<file path="src/rtl/morse_encoder_pkg.sv">
// Shared types and constants for the Morse keying encoder.
package morse_pkg;

  localparam int LEN_W  = 3;
  localparam int PAT_W  = 6;
  localparam int CNT_W  = 24;

  localparam int EGAP_U = 1;
  localparam int CGAP_U = 3;
  localparam int WORD_U = 4;
  localparam int DASH_U = 3;

  // A length of zero marks a byte with no Morse code
  localparam logic [LEN_W-1:0] LEN_UNSUP = '0;

  typedef enum logic [2:0] {
    IDLE,
    MARK,
    EGAP,
    CGAP,
    WORD
  } state_e;

  typedef struct packed {
    logic [LEN_W-1:0] len;
    logic [PAT_W-1:0] pat;
  } code_t;

endpackage

</file>
<file path="src/rtl/morse_encoder_if.sv">
// Character handshake between a text source and the Morse encoder.
interface morse_encoder_if;
  logic [7:0] iDATA;
  logic       iVALID;
  logic       oREADY;

  modport master (output iDATA, output iVALID, input oREADY);
  modport slave  (input iDATA, input iVALID, output oREADY);
endinterface

</file>
<file path="src/rtl/morse_encoder_rom.sv">
// ASCII to Morse code lookup; patterns are left-aligned, 1 = dash.
// MORSE_ENC_PUNCT_EN adds . , ? / = to the table.
module morse_rom
  import morse_pkg::*;
(
  input  logic [7:0] char_i,
  output code_t      code_o,
  output logic       space_o
);

  logic [7:0] upper;

  always_comb begin
    upper = char_i;
    if (char_i >= 8'h61 && char_i <= 8'h7A) upper = char_i - 8'h20;
  end

  always_comb begin
    code_o  = '{len: LEN_UNSUP, pat: '0};
    space_o = (char_i == 8'h20);
    case (upper)
      "A": code_o = '{3'd2, 6'b010000};
      "B": code_o = '{3'd4, 6'b100000};
      "C": code_o = '{3'd4, 6'b101000};
      "D": code_o = '{3'd3, 6'b100000};
      "E": code_o = '{3'd1, 6'b000000};
      "F": code_o = '{3'd4, 6'b001000};
      "G": code_o = '{3'd3, 6'b110000};
      "H": code_o = '{3'd4, 6'b000000};
      "I": code_o = '{3'd2, 6'b000000};
      "J": code_o = '{3'd4, 6'b011100};
      "K": code_o = '{3'd3, 6'b101000};
      "L": code_o = '{3'd4, 6'b010000};
      "M": code_o = '{3'd2, 6'b110000};
      "N": code_o = '{3'd2, 6'b100000};
      "O": code_o = '{3'd3, 6'b111000};
      "P": code_o = '{3'd4, 6'b011000};
      "Q": code_o = '{3'd4, 6'b110100};
      "R": code_o = '{3'd3, 6'b010000};
      "S": code_o = '{3'd3, 6'b000000};
      "T": code_o = '{3'd1, 6'b100000};
      "U": code_o = '{3'd3, 6'b001000};
      "V": code_o = '{3'd4, 6'b000100};
      "W": code_o = '{3'd3, 6'b011000};
      "X": code_o = '{3'd4, 6'b100100};
      "Y": code_o = '{3'd4, 6'b101100};
      "Z": code_o = '{3'd4, 6'b110000};
      "0": code_o = '{3'd5, 6'b111110};
      "1": code_o = '{3'd5, 6'b011110};
      "2": code_o = '{3'd5, 6'b001110};
      "3": code_o = '{3'd5, 6'b000110};
      "4": code_o = '{3'd5, 6'b000010};
      "5": code_o = '{3'd5, 6'b000000};
      "6": code_o = '{3'd5, 6'b100000};
      "7": code_o = '{3'd5, 6'b110000};
      "8": code_o = '{3'd5, 6'b111000};
      "9": code_o = '{3'd5, 6'b111100};
`ifdef MORSE_ENC_PUNCT_EN
      ".": code_o = '{3'd6, 6'b010101};
      ",": code_o = '{3'd6, 6'b110011};
      "?": code_o = '{3'd6, 6'b001100};
      "/": code_o = '{3'd5, 6'b100100};
      "=": code_o = '{3'd5, 6'b100010};
`endif
      default: code_o = '{len: LEN_UNSUP, pat: '0};
    endcase
  end

endmodule

</file>
<file path="src/rtl/morse_encoder.sv">
// Keys ASCII characters onto a single Morse mark/space line.
// The IDLE cycle doubles as the last cycle of each gap, so held input keys back-to-back with exact gaps.
module morse_encoder
  import morse_pkg::*;
#(
  parameter int unsigned UNIT_CYCLES = 12_500_000
) (
  input  logic           iCLK,
  input  logic           iRST_N,
  morse_encoder_if.slave bus,
  output logic           oKEY,
  output logic           oBUSY
);

  localparam logic [CNT_W-1:0] UNIT_LAST  = CNT_W'(UNIT_CYCLES - 1);
  localparam logic [CNT_W-1:0] UNIT_SHORT = CNT_W'(UNIT_CYCLES - 2);

  state_e           state_q, state_d;
  logic [LEN_W-1:0] len_q, len_d;
  logic [PAT_W-1:0] pat_q, pat_d;
  logic [CNT_W-1:0] cnt_q, cnt_d;
  logic [1:0]       unit_q, unit_d;
  logic             key_q, ready_q, busy_q;

  code_t rom_code;
  logic  rom_space;
  logic  xfer, unit_end, phase_end, short_last;
  logic  [1:0] phase_units;

  morse_rom u_rom (
    .char_i  (bus.iDATA),
    .code_o  (rom_code),
    .space_o (rom_space)
  );

  assign xfer = bus.iVALID && ready_q;

  always_comb begin
    phase_units = 2'd0;
    short_last  = 1'b0;
    case (state_q)
      MARK: phase_units = pat_q[PAT_W-1] ? 2'(DASH_U - 1) : 2'd0;
      EGAP: phase_units = 2'(EGAP_U - 1);
      CGAP: begin
        phase_units = 2'(CGAP_U - 1);
        short_last  = 1'b1;
      end
      WORD: begin
        phase_units = 2'(WORD_U - 1);
        short_last  = 1'b1;
      end
      default: phase_units = 2'd0;
    endcase
  end

  // Gap phases end one cycle early; the following IDLE cycle completes them
  assign unit_end  = (cnt_q == UNIT_LAST);
  assign phase_end = (unit_q == phase_units) &&
                     (cnt_q == (short_last ? UNIT_SHORT : UNIT_LAST));

  always_comb begin
    state_d = state_q;
    len_d   = len_q;
    pat_d   = pat_q;
    cnt_d   = cnt_q + CNT_W'(1);
    unit_d  = unit_q;
    if (phase_end) begin
      cnt_d  = '0;
      unit_d = '0;
    end else if (unit_end) begin
      cnt_d  = '0;
      unit_d = unit_q + 2'd1;
    end

    case (state_q)
      IDLE: begin
        cnt_d  = '0;
        unit_d = '0;
        if (xfer) begin
          if (rom_space) begin
            state_d = WORD;
          end else if (rom_code.len != LEN_UNSUP) begin
            state_d = MARK;
            len_d   = rom_code.len;
            pat_d   = rom_code.pat;
          end
        end
      end
      MARK: if (phase_end) begin
        len_d   = len_q - LEN_W'(1);
        state_d = (len_q == LEN_W'(1)) ? CGAP : EGAP;
      end
      EGAP: if (phase_end) begin
        pat_d   = pat_q << 1;
        state_d = MARK;
      end
      CGAP, WORD: if (phase_end) state_d = IDLE;
      default: state_d = IDLE;
    endcase
  end

  always_ff @(posedge iCLK) begin
    if (!iRST_N) begin
      state_q <= IDLE;
      len_q   <= '0;
      pat_q   <= '0;
      cnt_q   <= '0;
      unit_q  <= '0;
      key_q   <= 1'b0;
      ready_q <= 1'b1;
      busy_q  <= 1'b0;
    end else begin
      state_q <= state_d;
      len_q   <= len_d;
      pat_q   <= pat_d;
      cnt_q   <= cnt_d;
      unit_q  <= unit_d;
      key_q   <= (state_q == MARK);
      ready_q <= (state_d == IDLE);
      busy_q  <= (state_d != IDLE);
    end
  end

  assign bus.oREADY = ready_q;
  assign oKEY       = key_q;
  assign oBUSY      = busy_q;

endmodule

</file>
<file path="src/flat_wrapper.sv">
// flat-port wrapper written by rule: the top's interface ports become plain ports
module morse_encoder_flat import morse_pkg::*;
#(
  parameter int unsigned UNIT_CYCLES = 12_500_000
)
  (iCLK, iRST_N, oKEY, oBUSY, bus_iDATA, bus_iVALID, bus_oREADY);
  morse_encoder_if bus_i ();
  input  logic iCLK;
  input  logic iRST_N;
  output logic oKEY;
  output logic oBUSY;
  input wire logic [$bits(bus_i.iDATA)-1:0] bus_iDATA;
  input wire logic [$bits(bus_i.iVALID)-1:0] bus_iVALID;
  output wire logic [$bits(bus_i.oREADY)-1:0] bus_oREADY;
  assign bus_i.iDATA = bus_iDATA;
  assign bus_i.iVALID = bus_iVALID;
  assign bus_oREADY = bus_i.oREADY;
  morse_encoder #(.UNIT_CYCLES(UNIT_CYCLES)) u_core (.iCLK(iCLK), .iRST_N(iRST_N), .bus(bus_i), .oKEY(oKEY), .oBUSY(oBUSY));
endmodule
</file>
<file path="config.mk">
export PLATFORM = sky130hd
export DESIGN_NAME = morse_encoder_flat
export DESIGN_NICKNAME = d
export VERILOG_FILES = /design/src/rtl/morse_encoder_pkg.sv /design/src/rtl/morse_encoder_if.sv /design/src/rtl/morse_encoder_rom.sv /design/src/rtl/morse_encoder.sv /design/src/flat_wrapper.sv
export SDC_FILE = /design/constraint.sdc
export NUM_CORES = 1
export LEC_CHECK = 0
export ABC_AREA = 1
export CAP_MARGIN = 5
export CORE_MARGIN = 3
export CORE_UTILIZATION = 30
export DETAILED_ROUTE_END_ITERATION = 10
export PLACE_DENSITY_LB_ADDON = 0.3
export SYNTH_ARGS = -nofsm -noshare
export SYNTH_HDL_FRONTEND = slang
export SYNTH_HIERARCHICAL = 1
export SYNTH_SLANG_ARGS = --single-unit
</file>
<file path="constraint.sdc">
create_clock -name iCLK -period 4.2 [get_ports iCLK]
set_input_delay 0.84 -clock iCLK [delete_from_list [all_inputs] [get_ports iCLK]]
set_output_delay 0.84 -clock iCLK [all_outputs]
set_load 0.005 [all_outputs]
</file>
======== Yosys cells after proc, flatten, opt, wreduce, memory -nomap -nowiden ========
Memories as Yosys holds them, arrays and structs flattened.
Index checks and enable logic that the tools add are counted.
word-level totals
  register bits ........................... 41
  memory bits (read-only) ................. 1024
  output and inout bits ................... 3
  logic and storage cells ................. 68
  memories kept ........................... 1
memory list
  name             depth  bits a word  read ports  clocked after Yosys merged registers in  wr ports  RTL line                 source
  (no name shown)  128    8            1           0                                        0         morse_encoder_rom.sv:21  case (upper)
operators by class
  add/sub/neg operators ................... 4
  magnitude comparators ................... 2
  equality and inequality tests ........... 14
  multiplexer cells ....................... 24
  bitwise gates (word level) .............. 1
  reductions and logical operators ........ 14
operator list
  operator                                                                  count
  3-bit 2-to-1 mux                                                          10
  24-bit by 1-bit adder with 24-bit output (second input constant)          1
  24-bit equality test                                                      1
  24-bit equality test (second input constant)                              1
  6-bit 2-to-1 mux                                                          4
  3-bit case mux with 4 select lines                                        1
  6-bit case mux with 2 select lines                                        1
  5-bit AND reduction                                                       2
  9-bit 2-to-1 mux                                                          1
  8-bit by 6-bit equality test with 1-bit output (second input constant)    1
  8-bit by 7-bit >= comparator with 1-bit output (second input constant)    1
  8-bit by 7-bit <= comparator with 1-bit output (second input constant)    1
  8-bit 2-to-1 mux                                                          1
  2-bit by 1-bit inequality test with 1-bit output (second input constant)  4
  8-bit by 6-bit subtractor with 8-bit output (second input constant)       1
  3-bit by 1-bit equality test with 1-bit output (second input constant)    2
  3-bit by 2-bit equality test with 1-bit output (second input constant)    2
  3-bit zero test                                                           2
  2-bit case mux with 3 select lines                                        1
  3-bit case mux with 2 select lines                                        1
  3-bit nonzero test                                                        2
  2-bit nonzero test                                                        2
  4-bit OR reduction                                                        1
  3-bit equality test (second input constant)                               1
  10 further kinds                                                          14

======== Longest topological paths before layout ========
Gate-level depths: netlist (run 1).
An unclocked memory read counts as a cell.
  depth in word-level cells ............... 11
  gate-level depth with buffers ........... 20
  gate-level depth less buffers ........... 20

======== Hierarchy ========
Netlist (run 1), hierarchy kept.
by module, submodules not included
  module         instances  cells each  area an instance (µm²)  seq. area each (µm²)
  morse_encoder  1          336         2336.0                  820.8
  morse_rom      1          151         777.0                   0.0

======== Worst setup path before layout (run 1) ========
Ideal clock, no wire load.
  kind .................................... input-to-reg
  start ................................... input bus_iDATA[0]
  end ..................................... register u_core.pat_q[0]
  setup time .............................. 122 ps
  arrival ................................. 2702 ps
  data required time ...................... 4078 ps
  path slack .............................. 1376 ps
  cell stages on the path ................. 19
  path buffers ............................ 0
  cell sequence ........................... inv_1 -> ha_1 -> nand2_4 -> nand2_2 -> nor2_4 -> nor2_4 -> nand2_2 -> nand2_2 -> nor2_1 -> nor2_1 -> nor2_1 -> nand2_1 -> nand4_1 -> inv_1 -> nor2_1 -> nor3_2 -> nand2_2 -> nand2_1 -> a21oi_1
RTL lines
  item                    RTL line              source
  start: declaration      flat_wrapper.sv:12    input wire logic [$bits(bus_i.iDATA)-1:0] bus_iDATA;
  end signal: assignment  morse_encoder.sv:115  pat_q <= pat_d;
  end: declaration        morse_encoder.sv:20   logic [PAT_W-1:0] pat_q, pat_d;

==> results of run 1 <==
==> how the worst min path moves through the flow <==
stage,start,end,slack (ps),cells after the start
6_report,u_core/pat_q[1]$_SDFFE_PN0P_,u_core/pat_q[1]$_SDFFE_PN0P_,470,2
2_1_floorplan,u_core/len_q[1]$_SDFFE_PN0P_,u_core/len_q[1]$_SDFFE_PN0P_,440,2
3_5_place_dp,u_core/pat_q[4]$_SDFFE_PN0P_,u_core/pat_q[4]$_SDFFE_PN0P_,460,2
4_1_cts,u_core/pat_q[1]$_SDFFE_PN0P_,u_core/pat_q[1]$_SDFFE_PN0P_,470,2
3_3_place_gp,u_core/pat_q[3]$_SDFFE_PN0P_,u_core/pat_q[3]$_SDFFE_PN0P_,450,2
5_1_grt,u_core/pat_q[5]$_SDFFE_PN0P_,u_core/pat_q[5]$_SDFFE_PN0P_,490,2
==> sequential cells by signal, summed over array words and instances, names as in the netlist <==
signal	count
u_core/state_q	3
u_core/pat_q	6
u_core/bus.oREADY	1
u_core/cnt_q	24
u_core/unit_q	2
u_core/len_q	3
u_core/oKEY	1
u_core/oBUSY	1
==> cell families after synthesis <==
| family | after synthesis | share of synthesized area [%] |
|---|---|---|
| adder cells (fa/ha/maj) | 11 | 4.42 |
| AND/OR/NAND/NOR | 308 | 47.6 |
| AO/OA/AOI/OAI | 50 | 9.69 |
| other | 1 | 0.120 |
| buffers and inverters | 66 | 9.00 |
| XOR/XNOR | 10 | 2.81 |
| flip-flops | 41 | 26.4 |
==> routing by layer <==
metal	part of all wire [%]	routed length, µm	track usage (%)	up-vias
li1	-	-	-	1591
met1	51	3580	17.4	1323
met2	43	3030	19.4	54
met3	2.9	199	1.38	15
met4	2.5	172	4.33	0
met5	0	0	0	-
==> cells in the final DEF (no fill, tap or decap), types with 4 or more instances in the layout <==
cell                              netlist  routed
sky130_fd_sc_hd__a21oi_1               22      22
sky130_fd_sc_hd__a21oi_2                7       7
sky130_fd_sc_hd__clkbuf_8               0       6
sky130_fd_sc_hd__clkdlybuf4s50_1        0      13
sky130_fd_sc_hd__dfxtp_1               41      41
sky130_fd_sc_hd__ha_1                  11      11
sky130_fd_sc_hd__inv_1                 52      52
sky130_fd_sc_hd__inv_2                  4       4
sky130_fd_sc_hd__nand2_1              136     136
sky130_fd_sc_hd__nand2_2               14      14
sky130_fd_sc_hd__nand3_1               34      34
sky130_fd_sc_hd__nand4_1               16      16
sky130_fd_sc_hd__nor2_1                58      58
sky130_fd_sc_hd__nor2_2                 9       9
sky130_fd_sc_hd__nor2_4                 4       4
sky130_fd_sc_hd__nor3_1                 9       9
sky130_fd_sc_hd__nor4_1                 5       5
sky130_fd_sc_hd__o21ai_0               13      13
sky130_fd_sc_hd__or2_2                  6       6
sky130_fd_sc_hd__xnor2_1                4       4
sky130_fd_sc_hd__xor2_1                 6       6
==> worst min-delay path, cell delays in order (launching register included) <==
cell and delay, ps:
sky130_fd_sc_hd__dfxtp_1 310, sky130_fd_sc_hd__nand2_1 60, sky130_fd_sc_hd__a21oi_1 50
==> per-stage QoR <==
stage               instances  power [mW]  util, %  setup WS, ps  area, µm²
floorplan                 487       0.529        -          1380       3110
global placement          626       0.571     33.9           424       3360
detailed placement        626       0.571     33.9           377       3360
CTS                       634       0.904     35.1           680       3470
global route              634       0.938     35.1           307       3470
finish                    634       0.893     35.1           661       3470
==> power by group through the flow <==
stage	clock, mW	combinational [mW]	sequential (mW)
3_3_place_gp	0	0.156	0.415
4_1_cts	0.341	0.157	0.406
6_report	0.329	0.158	0.406
2_1_floorplan	0	0.118	0.411
3_5_place_dp	0	0.156	0.415
5_1_grt	0.351	0.180	0.407
==> area by class of cell <==
type                            instances  area (µm²)
Inverter                               57         214
Tap cell                              133         166
Multi-Input combinational cell        380        2010
Fill cell                            1102        6430
Clock inverter                          1        30.0
Timing Repair Buffer                   15         145
Clock buffer                            7        86.3
Sequential cell                        41         821
==> parameters.txt, run 1 <==
Parameter                              Value

Clocking
  Master cell of the clock root buffer ... sky130_fd_sc_hd__clkbuf_8
  CTS tree ... built
  Total setup buffers inserted after CTS ... 0
  Count of hold buffers inserted by post-cts repair ... 0
  Cts bufs inserted ... 5
  Number of H-tree levels ... 2
  Number of gates resized after CTS ... 0
  Clock network latency to the later pin of the worst-skew pair ... 290 ps
  Clock input transition at the sequential cells of the worst setup and hold paths ... 80 ps
  Buffer levels on the longest clock path ... 2
  TritonCTS Sinks ... 41

Critical path
  Kind of cell adding the most delay to the critical path ... simple AND/OR/NAND/NOR gates
  Dominant cell type by count on the critical path ... sky130_fd_sc_hd__nand2_1
  Largest fanout of any net on the critical path ... 7
  Logic depth of the worst setup path including buffers ... 19
  R2r worst-path depth ... 8
  Largest stage delay on the critical path ... ~570 ps
  Data required time of the worst path ... around 4400 ps
  CP Launch Type ... primary input
  First element of the critical path ... bus_iDATA[1]
  Reg-to-reg critical path startpoint ... u_core/cnt_q[0]$_SDFF_PP0_
  Timing endpoint of the critical path ... u_core/pat_q[0]$_SDFFE_PN0P_
  Endpoint kind of the worst setup timing path ... flop
  FF-to-FF setup slack ... 2260 ps
  Endpoint arrival time on the critical path ... 3710 ps
  Endpoint of the worst-slack reg-to-reg timing path ... u_core/cnt_q[18]$_SDFF_PP0_
  Worst path bufs/invs ... 3
  Worst-path cell chain ... clkdlybuf4s50_1, inv_1, ha_1, nor2_1, nand3_1, nand2_1, nor2_4, a21oi_4, nand2_1, nor3_2, nor2_1, nand2_1, nand4_1, inv_1, nor2_1, nor3_2, nand2_2, nand2_1, a21oi_1
  CP Class ... primary input to flop
  Slowest CP cell ... sky130_fd_sc_hd__clkdlybuf4s50_1

Logic synthesis
  Post-Syn Instances ... a little under 500
  Synthesized Nets ... 509
  Leading post-synthesis cells by cell area ... sky130_fd_sc_hd__dfxtp_1 (26%), sky130_fd_sc_hd__nand2_1 (16%), sky130_fd_sc_hd__nor2_1 (7.0%)
  Number of flops mapped to enable cells by yosys ... 0
  Fraction of post-synthesis cell area in the top cell type by area ... between 20% and 30%
  Synthesized area ... 3110 µm²
  Synth unique cells ... 40
  Most instantiated flip-flop cell in the synthesis netlist ... sky130_fd_sc_hd__dfxtp_1
  Ys Warns ... 6
  Mean area per synthesized cell ... 6.39 µm²
  Synthesis-stage register bit count ... 41
  Proportion of register bits with asynchronous set or reset after synthesis ... 0%
  Count leader, synth ... sky130_fd_sc_hd__nand2_1
  Seq/Total Area, Yosys ... a little over a quarter
  Leading post-synthesis cells by instance count ... sky130_fd_sc_hd__nand2_1 (136), sky130_fd_sc_hd__nor2_1 (58), sky130_fd_sc_hd__inv_1 (52), sky130_fd_sc_hd__dfxtp_1 (41), sky130_fd_sc_hd__nand3_1 (34)
  Cell taking the most area after synthesis ... sky130_fd_sc_hd__dfxtp_1

STA
  Fin crit period ... between 3000 and 4000 ps
  Worst clock skew ... between 10 and 15 ps
  Hold violation total from the final report ... 0
  Final-report max-slew violation count ... 0
  Transition time of the tightest slew-check pin ... around 630 ps
  Setup repair after global routing missed its margin ... no
  Highest clock rate ... about 280 MHz
  Worst Hold Slack ... 466 ps
  Setup TNS ... 0 ps
  Post-route clock period utilization ... a little over four fifths
  Slew margin rel. ... 58.0%
  Final setup violation count ... 0

Die
  Floorplan Core Area ... between 9000 and 10000 µm²
  Die Footprint ... 11600 µm²
  Core Rows ... 36
  Initial Utilization ... 31.4%
  Die boundary width ... ~110 µm
  Floorplan die height ... roughly 110 µm
  Count of boundary I/O pins ... 14

Global routing
  Global-route congestion overflow total ... 0
  Wire length of the first global-routing pass ... roughly 12000 µm
  Global-route usage over all layers ... 12.3%
  Number of antenna violations at the first check in global routing ... 0
  Number of global-route vias before repair ... 2775
  Maximum number of pins on one net before global-route repair ... 25

Pwr
  Clock power frac ... between 30% and 40%
  Share of power burned in combinational logic ... ~18%
  Net load switching power ... 0.244 mW
  Internal cell power ... between 0.6 and 0.7 mW
  Cell Pwr Density ... 257 nW/µm²
  Maximum vdd ir drop ... 159 µV
  P_leak ... between 1 and 1.5 nW
  Sw frac ... a little over a quarter
  Part of the power in registers ... between 40% and 50%

Routing
  DR DRC count ... 0
  Post-DR wirelength/cell ... approximately 11 µm
  Antenna Violating Nets Remaining ... 0
  Routed wire length ... about 7000 µm
  Initial detailed-routing violation count ... ~100
  Vias ... approximately 3000
  Pre-Repair DR Iteration Count ... 4
  Vias per inst ... between 4 and 5

Outcome
  Run status ... completed

Placed design
  Number of buffers added on ports ... 13
  Post-DP HPWL ... 5440 µm
  GP Congestion ... ~0.86

Cells and area
  # diodes ... 0
  Share of final-layout standard cells stronger than drive strength 1 ... between 10% and 20%
  Number of nets in the layout ... between 500 and 600
  Synthesis-to-layout area growth ... 11.6%

Min path
  Type of the most critical hold path ... flop to flop

Job
  Max-capacitance violation count ... 0
Power figures use the tool's default switching activity.
==> run 2, diff against run 1 <==
clock period = 3.05 ns   (was 4.2 ns; I/O delays follow)
==> parameters.txt, run 2 (synthesized netlist as in run 1, its figures left out) <==
Parameter                              Value

Outcome
  Run status ... completed

Critical path
  Endpoint arrival time on the critical path ... 3020 ps (-690 ps)
  Largest fanout of any net on the critical path ... 7 (unchanged)
  Endpoint of the worst-slack reg-to-reg timing path ... u_core/cnt_q[18]$_SDFF_PP0_
  Endpoint kind of the worst setup timing path ... flop
  CP Class ... primary input to flop
  FF-to-FF setup slack ... 1110 ps (-1150 ps)
  Reg-to-reg critical path startpoint ... u_core/cnt_q[0]$_SDFF_PP0_
  CP Launch Type ... primary input
  R2r worst-path depth ... 8 (unchanged)
  Data required time of the worst path ... 3240 ps (-1130 ps)

Job
  Max-capacitance violation count ... 0 (unchanged)

Die
  Initial Utilization ... 31.4% (unchanged)
  Count of boundary I/O pins ... 14 (unchanged)
  Core Rows ... 36 (unchanged)
  Floorplan die height ... 108 µm (unchanged)
  Die boundary width ... 108 µm (unchanged)
  Floorplan Core Area ... 9910 µm² (unchanged)
  Die Footprint ... 11600 µm² (unchanged)

Routing
  Top Metal Used ... met4
  Routed wire length ... 7370 µm (+5.6%)
  Pre-Repair DR Iteration Count ... 4 (unchanged)
  Wire length on met1 ... 3650 µm (+2.0%)
  Vias per inst ... 4.63 (-1.5%)
  Met3 wire length ... 144 µm (-28%)
  Antenna Violating Nets Remaining ... 0 (unchanged)
  DR DRC count ... 0 (unchanged)
  Post-DR wirelength/cell ... 10.8 µm (-1.6%)
  Amount of wire on met2 after detailed routing ... 3490 µm (+15%)
  Vias ... 3151 (+5.6%)
  Initial detailed-routing violation count ... 125 (+24%)

Cells and area
  Synthesis-to-layout area growth ... 24.5%
  Core utilization of the finished layout ... 39.1% (+4.0 points)
  Count of filler cells inserted in the layout ... 1092 (-0.91%)
  Commonest non-fill, non-tap cell in the layout ... sky130_fd_sc_hd__nand2_1
  Share of final-layout standard cells stronger than drive strength 1 ... 22.9% (+9.7 points)
  Commonest non-fill, non-tap cells in the layout ... sky130_fd_sc_hd__nand2_1 (135), sky130_fd_sc_hd__nor2_1 (54), sky130_fd_sc_hd__inv_1 (49), sky130_fd_sc_hd__buf_4 (48), sky130_fd_sc_hd__dfxtp_1 (41)
  Flip-flop count of the largest register after layout ... 24 (unchanged)
  Number of nets in the layout ... 568 (+8.8%)
  Biggest register ... u_core/cnt_q
  # diodes ... 0 (unchanged)
  Leading registers by flop count ... u_core/cnt_q (24), u_core/pat_q (6)
  Final Non-Filler Cells ... 680 (+7.3%)

Min path
  Hold Path Depth ... 2 (unchanged)
  Type of the most critical hold path ... flop to flop
  Source of the worst hold timing path ... u_core/pat_q[1]$_SDFFE_PN0P_
  Terminating pin of the worst hold path ... u_core/pat_q[1]$_SDFFE_PN0P_

Clocking
  Clock input transition at the sequential cells of the worst setup and hold paths ... 90 ps (about the same)
  Count of hold buffers inserted by post-cts repair ... 0 (unchanged)
  Number of H-tree levels ... 2 (unchanged)
  Cts bufs inserted ... 5 (unchanged)
  Buffer levels on the longest clock path ... 2 (unchanged)
  CTS tree ... built
  TritonCTS Sinks ... 41 (unchanged)
  Clock network latency to the later pin of the worst-skew pair ... 300 ps (about the same)
  Master cell of the clock root buffer ... sky130_fd_sc_hd__clkbuf_8

STA
  Worst clock skew ... 10.3 ps (-3.49 ps)
  Minimum setup slack in the final design ... 217 ps (-444 ps)
  Fin crit period ... between 2000 and 3000 ps
  Final setup violation count ... 0 (unchanged)
  Transition time of the tightest slew-check pin ... 629 ps (+1.33 ps)
  Slew margin rel. ... 57.9% (-0.089 points)
  Highest clock rate ... roughly 350 MHz
  Final-report max-slew violation count ... 0 (unchanged)
  Post-route clock period utilization ... 92.9%
  Hold violation total from the final report ... 0 (unchanged)

Global routing
  Maximum number of pins on one net before global-route repair ... 25 (unchanged)
  Global-route usage over all layers ... 13.3% (+0.92 points)
  Global-route congestion overflow total ... 0 (unchanged)
  Number of antenna violations at the first check in global routing ... 0 (unchanged)
  Wire length of the first global-routing pass ... 13000 µm (+7.1%)
  Number of global-route vias before repair ... 2974 (+7.2%)

Pwr
  Sw frac ... 28.7% (+1.3 points)
  Net load switching power ... 0.369 mW (+51%)
  Cell Pwr Density ... 332 nW/µm² (+29%)
  Part of the power in registers ... 43.5% (-2.0 points)
  Internal cell power ... 0.916 mW (+41%)
  P_leak ... 1.57 nW (+18%)
  Maximum vdd ir drop ... 180 µV (+13%)
  Share of power burned in combinational logic ... 21.4% (+3.7 points)
  Clock power frac ... 35.1% (-1.8 points)

Placed design
  Worst slack at placement ... -346 ps (-723 ps)
  GP Congestion ... 0.886 (+2.4%)
  DP Cell Count ... 671 (+7.2%)
  Number of buffers added on ports ... 13 (unchanged)
  Post-DP HPWL ... 5910 µm (+8.6%)
run 2: cell types whose count changed in the layout (fill, tap and decap cells not counted), sizes merged:
cell / delta
buf: +46
clkdlybuf4s50: -3
dlymetal6s2s: +3
clkbuf: -2
clkinv: +1
clkinvlp: +1
run 2: repair_timing:
item / in CTS / in global routing
setup endpoints to repair: 6 / 11
gates resized for setup: 1 / 18
hold endpoints to repair: 0 / 0
pin swaps: 0 / 7
buffers inserted: 0 / 1
run 2: final cells by class:
type                    instances  area, µm²  share of cell area [%]
clock inverters                 3       46.3                    1.19
repair buffers                 61        498                    12.9
well taps                     133        166                    4.29
multi-input cells             380       2060                    53.2
inverters                      57        214                    5.52
clock buffers                   5       68.8                    1.78
flip-flops and latches         41        821                    21.2
run 2: worst max-delay path by stage:
| stage | startpoint | end | slack [ps] | cells after the start |
|---|---|---|---|---|
| after floorplan | bus_iDATA[0] | u_core/pat_q[0]$_SDFFE_PN0P_ | 460 | 19 |
| after global placement | bus_iDATA[0] | u_core/pat_q[2]$_SDFFE_PN0P_ | -310 | 19 |
| after detailed placement | bus_iDATA[0] | u_core/pat_q[0]$_SDFFE_PN0P_ | -350 | 19 |
| after CTS | bus_iDATA[0] | u_core/len_q[1]$_SDFFE_PN0P_ | 30 | 22 |
| after global routing | bus_iDATA[6] | u_core/pat_q[3]$_SDFFE_PN0P_ | -10 | 18 |
| final | bus_iDATA[3] | u_core/pat_q[4]$_SDFFE_PN0P_ | 220 | 18 |
run 2: critical path, stage by stage:
cell                              delay (ps)
sky130_fd_sc_hd__clkdlybuf4s50_1         560
sky130_fd_sc_hd__inv_2                    90
sky130_fd_sc_hd__nor2_1                  230
sky130_fd_sc_hd__nand2_1                 120
sky130_fd_sc_hd__nand3_2                  90
sky130_fd_sc_hd__nand4_1                 100
sky130_fd_sc_hd__nand2_1                  80
sky130_fd_sc_hd__nand2_1                  90
sky130_fd_sc_hd__nor2_1                  110
sky130_fd_sc_hd__inv_1                    60
sky130_fd_sc_hd__nand2_1                  70
sky130_fd_sc_hd__nand4_1                 110
sky130_fd_sc_hd__inv_2                    90
sky130_fd_sc_hd__nor2_4                   40
sky130_fd_sc_hd__nor3_4                  280
sky130_fd_sc_hd__nand2_2                 150
sky130_fd_sc_hd__nand2_1                  90
sky130_fd_sc_hd__a21oi_1                  50
run 2: power by group through the flow:
stage                     logic [mW]  clock network [mW]  registers, mW
final                          0.275               0.450          0.560
after global routing           0.309               0.481          0.561
after CTS                      0.267               0.462          0.559
after detailed placement       0.264                   0          0.571
after global placement         0.265                   0          0.572
after floorplan                0.162                   0          0.567
run 2: per-layer routing:
metal / track usage [%] / vias up
li1: - / 1679
met1: 17.9 / 1431
met2: 22.6 / 36
met3: 1.56 / 5
met4: 2.98 / 0
met5: 0 / -
run 2: metrics by stage:
step	setup TNS, ps	area (µm²)	hold WS (ps)	power, mW
2_1_floorplan	0	3110	440	0.729
3_3_place_gp	-2530	3700	453	0.837
3_5_place_dp	-2710	3700	458	0.835
4_1_cts	0	3820	474	1.29
5_1_grt	-11.1	3870	489	1.35
6_report	0	3870	468	1.29
